==> config.mk <==
export PLATFORM = sky130hd
export DESIGN_NAME = inst_fetch_unit_flat
export DESIGN_NICKNAME = d
export VERILOG_FILES = /design/src/rtl/fetch_pkg.sv /design/src/rtl/inst_fetch_unit_if.sv /design/src/rtl/fetch_fifo.sv /design/src/rtl/inst_fetch_unit.sv /design/src/flat_wrapper.sv
export SDC_FILE = /design/constraint.sdc
export NUM_CORES = 1
export LEC_CHECK = 0
export ABC_AREA = 0
export CORE_ASPECT_RATIO = 0.75
export CORE_MARGIN = 10
export CORE_UTILIZATION = 35
export CTS_CLUSTER_DIAMETER = 150
export DETAILED_ROUTE_END_ITERATION = 10
export DONT_BUFFER_PORTS = 1
export RECOVER_POWER = 50
export REMOVE_ABC_BUFFERS = 1
export SLEW_MARGIN = 25
export SYNTH_ARGS = -nofsm -noshare
export SYNTH_HDL_FRONTEND = slang
export SYNTH_HIERARCHICAL = 1
export SYNTH_SLANG_ARGS = --single-unit
==> constraint.sdc <==
create_clock -name clk -period 5.6 [get_ports clk]
set_input_delay 0.84 -clock clk [delete_from_list [all_inputs] [get_ports clk]]
set_output_delay 0.84 -clock clk [all_outputs]
set_load 0.02 [all_outputs]
==> src/rtl/fetch_pkg.sv <==
// Shared types and constants for the instruction fetch front end.
package fetch_pkg;

  localparam int XLEN = 32;
  localparam logic [XLEN-1:0] NOP_INST = 32'h0000_0013;
  localparam logic [XLEN-1:0] DEFAULT_RESET_PC = 32'h0000_0000;

  typedef struct packed {
    logic [XLEN-1:0] pc;
    logic [XLEN-1:0] inst;
  } fetch_entry_t;

  // Fetch addresses are always word aligned; the low two bits are dropped.
  function automatic logic [XLEN-1:0] word_align(input logic [XLEN-1:0] addr);
    return addr & ~32'h3;
  endfunction

endpackage

==> src/rtl/inst_fetch_unit_if.sv <==
// Memory request/response channel, decoder handshake and redirect port of the fetch unit.
interface inst_fetch_unit_if;
  import fetch_pkg::*;

  logic            imem_req_valid;
  logic            imem_req_ready;
  logic [XLEN-1:0] imem_req_addr;
  logic            imem_rsp_valid;
  logic [XLEN-1:0] imem_rsp_data;
  logic            inst_valid;
  logic            inst_ready;
  logic [XLEN-1:0] inst;
  logic [XLEN-1:0] inst_pc;
  logic            redirect_valid;
  logic [XLEN-1:0] redirect_pc;

  modport master (
    output imem_req_valid, imem_req_addr, inst_valid, inst, inst_pc,
    input  imem_req_ready, imem_rsp_valid, imem_rsp_data, inst_ready,
           redirect_valid, redirect_pc
  );

  modport slave (
    input  imem_req_valid, imem_req_addr, inst_valid, inst, inst_pc,
    output imem_req_ready, imem_rsp_valid, imem_rsp_data, inst_ready,
           redirect_valid, redirect_pc
  );
endinterface

==> src/rtl/fetch_fifo.sv <==
// Small synchronous FIFO with flush; head is read straight from storage.
module fetch_fifo
  import fetch_pkg::*;
#(
  parameter int  DEPTH = 2,
  parameter type T     = fetch_entry_t
) (
  input  logic                   clk,
  input  logic                   rst_n,
  input  logic                   flush,
  input  logic                   push,
  input  T                       push_data,
  input  logic                   pop,
  output T                       head,
  output logic [$clog2(DEPTH):0] count
);
  localparam int AW = $clog2(DEPTH);
  localparam int CW = AW + 1;

  T              mem [DEPTH];
  logic [AW-1:0] rd_ptr;
  logic [AW-1:0] wr_ptr;
  logic          do_push;
  logic          do_pop;

  assign do_push = push && (count != CW'(DEPTH));
  assign do_pop  = pop && (count != '0);
  assign head    = mem[rd_ptr];

  // NOTE: flush outranks push and pop, so nothing written in a flush cycle survives.
  always_ff @(posedge clk or negedge rst_n) begin
    if (!rst_n) begin
      rd_ptr <= '0;
      wr_ptr <= '0;
      count  <= '0;
    end else if (flush) begin
      rd_ptr <= '0;
      wr_ptr <= '0;
      count  <= '0;
    end else begin
      if (do_push) wr_ptr <= wr_ptr + 1'b1;
      if (do_pop)  rd_ptr <= rd_ptr + 1'b1;
      count <= count + CW'(do_push) - CW'(do_pop);
    end
  end

  // NOTE: storage has no reset; the count alone decides which entries are live.
  always_ff @(posedge clk) begin
    if (do_push && !flush) mem[wr_ptr] <= push_data;
  end

endmodule

==> src/rtl/inst_fetch_unit.sv <==
// Fetch front end: PC, credit-limited memory requests, in-order response buffer, redirect flush.
module inst_fetch_unit
  import fetch_pkg::*;
#(
  parameter logic [XLEN-1:0] RESET_PC = DEFAULT_RESET_PC,
  parameter int              DEPTH    = 2
) (
  input logic               clk,
  input logic               rst_n,
  inst_fetch_unit_if.master bus
);
  localparam int CW = $clog2(DEPTH) + 1;

  logic [XLEN-1:0] pc;
  logic [CW-1:0]   drop_cnt;
  logic [CW-1:0]   outstanding;
  logic [CW-1:0]   fifo_count;
  logic [XLEN-1:0] inflight_addr;
  fetch_entry_t    rsp_entry;
  fetch_entry_t    head;
  logic            req_fire;
  logic            rsp_keep;
  logic            inst_fire;

  assign bus.imem_req_valid = ({1'b0, outstanding} + {1'b0, fifo_count}) < (CW+1)'(DEPTH);
  assign bus.imem_req_addr  = pc;

  assign req_fire  = bus.imem_req_valid && bus.imem_req_ready;
  assign rsp_keep  = bus.imem_rsp_valid && (drop_cnt == '0);
  assign inst_fire = bus.inst_valid && bus.inst_ready;
  assign rsp_entry = '{pc: inflight_addr, inst: bus.imem_rsp_data};

  // Addresses of requests still waiting for their response, oldest first.
  fetch_fifo #(.DEPTH(DEPTH), .T(logic [XLEN-1:0])) u_inflight (
    .clk       (clk),
    .rst_n     (rst_n),
    .flush     (1'b0),
    .push      (req_fire),
    .push_data (pc),
    .pop       (bus.imem_rsp_valid),
    .head      (inflight_addr),
    .count     (outstanding)
  );

  fetch_fifo #(.DEPTH(DEPTH), .T(fetch_entry_t)) u_inst_buf (
    .clk       (clk),
    .rst_n     (rst_n),
    .flush     (bus.redirect_valid),
    .push      (rsp_keep),
    .push_data (rsp_entry),
    .pop       (inst_fire),
    .head      (head),
    .count     (fifo_count)
  );

  assign bus.inst_valid = (fifo_count != '0);
  assign bus.inst       = bus.inst_valid ? head.inst : NOP_INST;
  assign bus.inst_pc    = bus.inst_valid ? head.pc   : RESET_PC;

  // On redirect every request still in flight after this edge belongs to the old path.
  always_ff @(posedge clk or negedge rst_n) begin
    if (!rst_n) begin
      pc       <= RESET_PC;
      drop_cnt <= '0;
    end else if (bus.redirect_valid) begin
      pc       <= word_align(bus.redirect_pc);
      drop_cnt <= outstanding + CW'(req_fire) - CW'(bus.imem_rsp_valid);
    end else begin
      if (req_fire) pc <= pc + 32'd4;
      if (bus.imem_rsp_valid && (drop_cnt != '0)) drop_cnt <= drop_cnt - 1'b1;
    end
  end

endmodule

==> src/flat_wrapper.sv <==
// flat-port wrapper written by rule: the top's interface ports become plain ports
module inst_fetch_unit_flat import fetch_pkg::*;
#(
  parameter logic [XLEN-1:0] RESET_PC = DEFAULT_RESET_PC,
  parameter int              DEPTH    = 2
)
  (clk, rst_n, bus_imem_req_valid, bus_imem_req_addr, bus_inst_valid, bus_inst, bus_inst_pc, bus_imem_req_ready, bus_imem_rsp_valid, bus_imem_rsp_data, bus_inst_ready, bus_redirect_valid, bus_redirect_pc);
  inst_fetch_unit_if bus_i ();
  input logic clk;
  input logic rst_n;
  output wire logic [$bits(bus_i.imem_req_valid)-1:0] bus_imem_req_valid;
  output wire logic [$bits(bus_i.imem_req_addr)-1:0] bus_imem_req_addr;
  output wire logic [$bits(bus_i.inst_valid)-1:0] bus_inst_valid;
  output wire logic [$bits(bus_i.inst)-1:0] bus_inst;
  output wire logic [$bits(bus_i.inst_pc)-1:0] bus_inst_pc;
  input wire logic [$bits(bus_i.imem_req_ready)-1:0] bus_imem_req_ready;
  input wire logic [$bits(bus_i.imem_rsp_valid)-1:0] bus_imem_rsp_valid;
  input wire logic [$bits(bus_i.imem_rsp_data)-1:0] bus_imem_rsp_data;
  input wire logic [$bits(bus_i.inst_ready)-1:0] bus_inst_ready;
  input wire logic [$bits(bus_i.redirect_valid)-1:0] bus_redirect_valid;
  input wire logic [$bits(bus_i.redirect_pc)-1:0] bus_redirect_pc;
  assign bus_imem_req_valid = bus_i.imem_req_valid;
  assign bus_imem_req_addr = bus_i.imem_req_addr;
  assign bus_inst_valid = bus_i.inst_valid;
  assign bus_inst = bus_i.inst;
  assign bus_inst_pc = bus_i.inst_pc;
  assign bus_i.imem_req_ready = bus_imem_req_ready;
  assign bus_i.imem_rsp_valid = bus_imem_rsp_valid;
  assign bus_i.imem_rsp_data = bus_imem_rsp_data;
  assign bus_i.inst_ready = bus_inst_ready;
  assign bus_i.redirect_valid = bus_redirect_valid;
  assign bus_i.redirect_pc = bus_redirect_pc;
  inst_fetch_unit #(.RESET_PC(RESET_PC), .DEPTH(DEPTH)) u_core (.clk(clk), .rst_n(rst_n), .bus(bus_i));
endmodule
; After elaboration in Yosys (flattened, before gate mapping)
; Memory sizes are Yosys's and may differ from the RTL's.
; Index checks and enable logic that the tools add are counted.
[totals]
ram_bits = 192
mem_count = 2
out_inout_bits = 98
latchBits = 0
register_bits = 42
mem_bits_ro = 0
input_bits = 70
[mem_list]
columns = memory, words, word_bits, rd, rd_clocked_by_memory_dff, write_ports, line_no
row1 = u_core.u_inst_buf.mem, 2, 64, 1, 0, 1, fetch_fifo.sv:20  ; T mem [DEPTH];
row2 = u_core.u_inflight.mem, 2, 32, 1, 0, 1, fetch_fifo.sv:20
[op_classes]
n_eq_ne = 2
mul = 0
bitwise = 0
reduce_logical = 18
add_sub_neg = 13
magnitude_cmp = 1
shift = 0
mux = 15
div = 0
[op_table]
columns = cell, count
row1 = $mux 32, 4
row2 = $add 32x3->32 const B, 1
row3 = $reduce_bool 2->1, 7
row4 = $logic_and 1x1->1, 9
row5 = $mux 1, 8
row6 = $add 2x1->2, 3
row7 = $mux 2, 3
row8 = $sub 2x1->2, 3
row9 = $add 1x1->1 const B, 4
row10 = $ne 2x2->1 const B, 2
row11 = $add 2x2->3, 1
row12 = $lt 3x2->1 const B, 1
row13 = $logic_not 2->1, 1
row14 = $sub 2x1->2 const B, 1
row15 = $logic_not 1->1, 1

; Longest topological paths before layout
[depth]
ltp_word = 6
ltp_mapped = 12

; By module
; The synthesis kept the hierarchy.
[modules_own_cells]
columns = module, area_each_um2, cells_each, instances
row1 = fetch_fifo (u_core.u_inst_buf), 5047.3, 220, 1
row2 = fetch_fifo (u_core.u_inflight), 2692.6, 121, 1
row3 = inst_fetch_unit, 2374.8, 291, 1

; Worst setup path after synthesis
; OpenSTA, ideal clock, no wires.
[synth_timing]
path_type = input -> register
startpoint = input port bus_imem_rsp_valid
endpoint = memory u_core/u_inst_buf/mem[1][0] (netlist bit) (enable)
path_stages = 3
n_path_buf = 0
path_slack_ps = -711
t_arrival_ps = 5734
setup_ps = 578
cell_sequence = and2_1 o21ai_2 nor3b_1
[synth_via]
elab_chain_cells = 5
[synth_lines]
columns = element, line_no
row1 = start: declaration, flat_wrapper.sv:17  ; input wire logic [$bits(bus_i.imem_rsp_valid)-1:0] bus_imem_rsp_valid;
row2 = $logic_and 1x1->1, inst_fetch_unit.sv:29  ; assign rsp_keep = bus.imem_rsp_valid && (drop_cnt == '0);
row3 = $logic_and 1x1->1, fetch_fifo.sv:26  ; assign do_push = push && (count != CW'(DEPTH));
row4 = $logic_and 1x1->1, fetch_fifo.sv:49  ; if (do_push && !flush) mem[wr_ptr] <= push_data;
row5 = $mux 1, fetch_fifo.sv:49
row6 = $mux 1 (implied by the code), fetch_fifo.sv:49
row7 = end: declaration, fetch_fifo.sv:20
; No other way between the ends.

==> results.json <==
{
  "setup_ws_ns": 2.118,
  "hpwl_um": 14940,
  "max_freq_mhz": 287.2,
  "core_um2": 28250,
  "areaGrowthSynthToFinish_pct": 10.40,
  "finalMaxSlewViolations": 140,
  "period_minus_slack_ns": 3.482,
  "syn_inst": 632,
  "start_util_pct": 35.80,
  "arrival_ns": 2.64,
  "drc": 0,
  "synthArstFlopShare_pct": 17.24,
  "gr-total-overflow": 0,
  "cp_cell_sequence": "buf_4 -> mux2_2 -> and2_1",
  "yosysSeqAreaShare_pct": 66.90,
  "ys_types": 46,
  "clk_pin_slew_worst_paths_ns": 0.06,
  "yosys.area.top_type": "edfxtp_1",
  "place_area_um2": 10500,
  "gr-usage-met2_pct": 19.98,
  "grt_most_used_layer": "met2",
  "root_buffer": "clkbuf_16",
  "ys.warnings.count": 6,
  "postCtsSetupBuffers": 0,
  "slowest_delay_ns": 0.84,
  "grt_antenna_before_repair": 1,
  "cp.required_ns": 4.76,
  "rows": 53,
  "critPathLaunchType": "flip-flop",
  "p_per_area_nw_per_um2": 448.9,
  "synth_top_area_share_pct": 57.00,
  "worstSetupPathType": "reg -> out",
  "status": "finished with violations",
  "grt_use_met3_pct": 5.257,
  "syn_area_um2": 10110,
  "path_buf_inv": 1,
  "violations": "max-capacitance violations, max-slew violations",
  "max_slew_margin_pct": -63.69,
  "routed-via-count": 5119,
  "worst_hold_path_type": "in -> reg",
  "place_congestion": 0.7588,
  "crit_fanout": 35,
  "wirelength_um": 22740,
  "grt_usage_pct": 12.09,
  "place_ws_ns": 2.494,
  "dr.pass1.iters": 4,
  "grt_pass1_vias": 5375,
  "drtAntennaViolNets": 0,
  "port_buffers": 0,
  "drtIter0Drc": 309,
  "irDropWorstVdd_v": 0.0001833,
  "fin_area_um2": 11170,
  "die_h_um": 167.2,
  "synth_area_leaders": "edfxtp_1 (57%), mux2_4 (12%), dfrtp_1 (9.9%)",
  "synth_commonest_cells": "edfxtp_1 (192), mux2_4 (79), and2_1 (65)",
  "ctsHoldBuffers": 1,
  "nFillCells": 2620,
  "insertion_delay_ns": 0.53,
  "syn_area_per_cell_um2": 16.00,
  "tightest_slew_ns": 2.455,
  "finalSetupViolations": 0,
  "p_leak_nw": 3.890,
  "die_w_um": 216.3,
  "drv_cap": 3,
  "post_drt_wl_per_cell_um": 21.51,
  "cp_slowest_cell": "dfrtp_4",
  "drive_above_1_share_pct": 18.78,
  "synth_flop_cell": "edfxtp_1",
  "grtUsageMet1_pct": 13.95,
  "io_pins": 168,
  "critical-path-top-delay-family": "flip-flops",
  "synth_edf_count": 192,
  "period_share_pct": 62.18,
  "die-area_um2": 36170,
  "ctsResizeCount": 0,
  "clock_sinks": 232,
  "numCtsBuffers": 25,
  "vias_per_cell": 4.843,
  "whs_ns": 0.3794,
  "grt_max_degree": 68,
  "cts_buffer_depth": 3,
  "grt_first_pass_wirelength_um": 33850,
  "rsz0062_at_grt": "no",
  "h-tree-depth": 1,
  "finClkSkew_ns": 0.01192,
  "synth_seq_cells": 232,
  "yosysMostFrequentCell": "edfxtp_1",
  "cts_tree": "yes",
  "nets": 732,
  "end_kind": "primary output",
  "hold_viol": 0
}
-- worst paths after layout --
| path | slack (ns) | cells past startpoint | startpoint | to |
|---|---|---|---|---|
| hold / removal | 0.38 | 1 | bus_redirect_valid | u_core/u_inst_buf/rd_ptr$_DFFE_PN0P_ |
| min in group asynchronous | 1.06 | 1 | rst_n | u_core/bus.imem_req_addr[14]$_DFFE_PN0P_ |
| max in group asynchronous | 2.81 | 1 | rst_n | u_core/u_inst_buf/rd_ptr$_DFFE_PN0P_ |
| hold reg to reg | 0.55 | 1 | u_core/u_inflight/mem[0][8]$_DFFE_PP_ | u_core/u_inst_buf/mem[1][40]$_DFFE_PP_ |
| setup / recovery | 2.12 | 3 | u_core/u_inst_buf/rd_ptr$_DFFE_PN0P_ | bus_inst_pc[16] |
| setup reg to reg | 2.50 | 7 | u_core/u_inflight/count[0]$_DFF_PN0_ | u_core/bus.imem_req_addr[15]$_DFFE_PN0P_ |
-- cell usage in the layout (no fill, tap or decap), drive strengths merged, types with 2 or more instances in the layout --
cell and count:
a31oi 3, and2 67, and3 2, buf 8, clkbuf 35, clkinv 8, clkinvlp 2, conb 13
dfrtp 40, edfxtp 192, ha 8, inv 12, mux2 98, mux2i 2, nand2 38, nand2b 4
nand3 10, nand4 18, nor2 18, nor2b 5, nor3 5, nor3b 2, nor4 2, o21a 2
o21ai 32, or3 2, xnor2 13, xor2 21
-- sequential cells by signal, summed over array words and instances (netlist names) --
register / flops
u_core/u_inst_buf/mem: 128
u_core/u_inflight/mem: 64
u_core/bus.imem_req_addr: 30
u_core/drop_cnt: 2
u_core/u_inflight/count: 2
u_core/u_inst_buf/count: 2
u_core/u_inflight/rd_ptr: 1
u_core/u_inflight/wr_ptr: 1
u_core/u_inst_buf/rd_ptr: 1
u_core/u_inst_buf/wr_ptr: 1
-- cell families (layout without fill, tap and decap cells) --
| kind of cell | after synthesis | in the layout | synth area share, % |
|---|---|---|---|
| buffers and inverters | 39 | 66 | 2.721 |
| multiplexers | 100 | 100 | 14.04 |
| adder cells (fa/ha/maj) | 9 | 9 | 1.188 |
| AND/OR/NAND/NOR | 177 | 177 | 9.908 |
| AO/OA/AOI/OAI | 40 | 40 | 2.264 |
| other | 1 | 14 | 0.03707 |
| flip-flops | 232 | 232 | 66.90 |
| XOR/XNOR | 34 | 34 | 2.944 |
-- metal layers --
layer,vias up,wire (µm)
met1,2548,9339
met3,42,2118
li1,2346,-
met4,0,626
met5,-,0
met2,183,10660
-- metrics by stage --
step	instances	power, mW	TNS [ns]	utilization, %
after floorplan	616	3.283	-68.29	-
after global placement	1010	3.554	0	37.17
after detailed placement	1010	3.593	0	37.18
after CTS	1056	5.187	0	40.03
after global routing	1057	5.284	0	39.53
final	1057	5.013	0	39.53
-- power breakdown --
part	total, mW	switching, mW	leakage, nW	internal, mW
Clock	1.56	0.664	0.378	0.898
Sequential	2.34	0.195	2.24	2.15
Combinational	1.11	0.727	1.27	0.380
-- area by class of cell --
type / instances / area [µm²] / share of cell area [%]
antenna: 1 / 2.502 / 0.02241
clock buffer: 33 / 675.6 / 6.050
clock inverter: 12 / 101.3 / 0.9076
inverter: 11 / 41.29 / 0.3697
multi-input combinational: 373 / 3025 / 27.09
sequential: 232 / 6770 / 60.63
tap: 385 / 481.7 / 4.314
timing repair buffer: 10 / 68.82 / 0.6162
(Power assumes the default switching activity.)
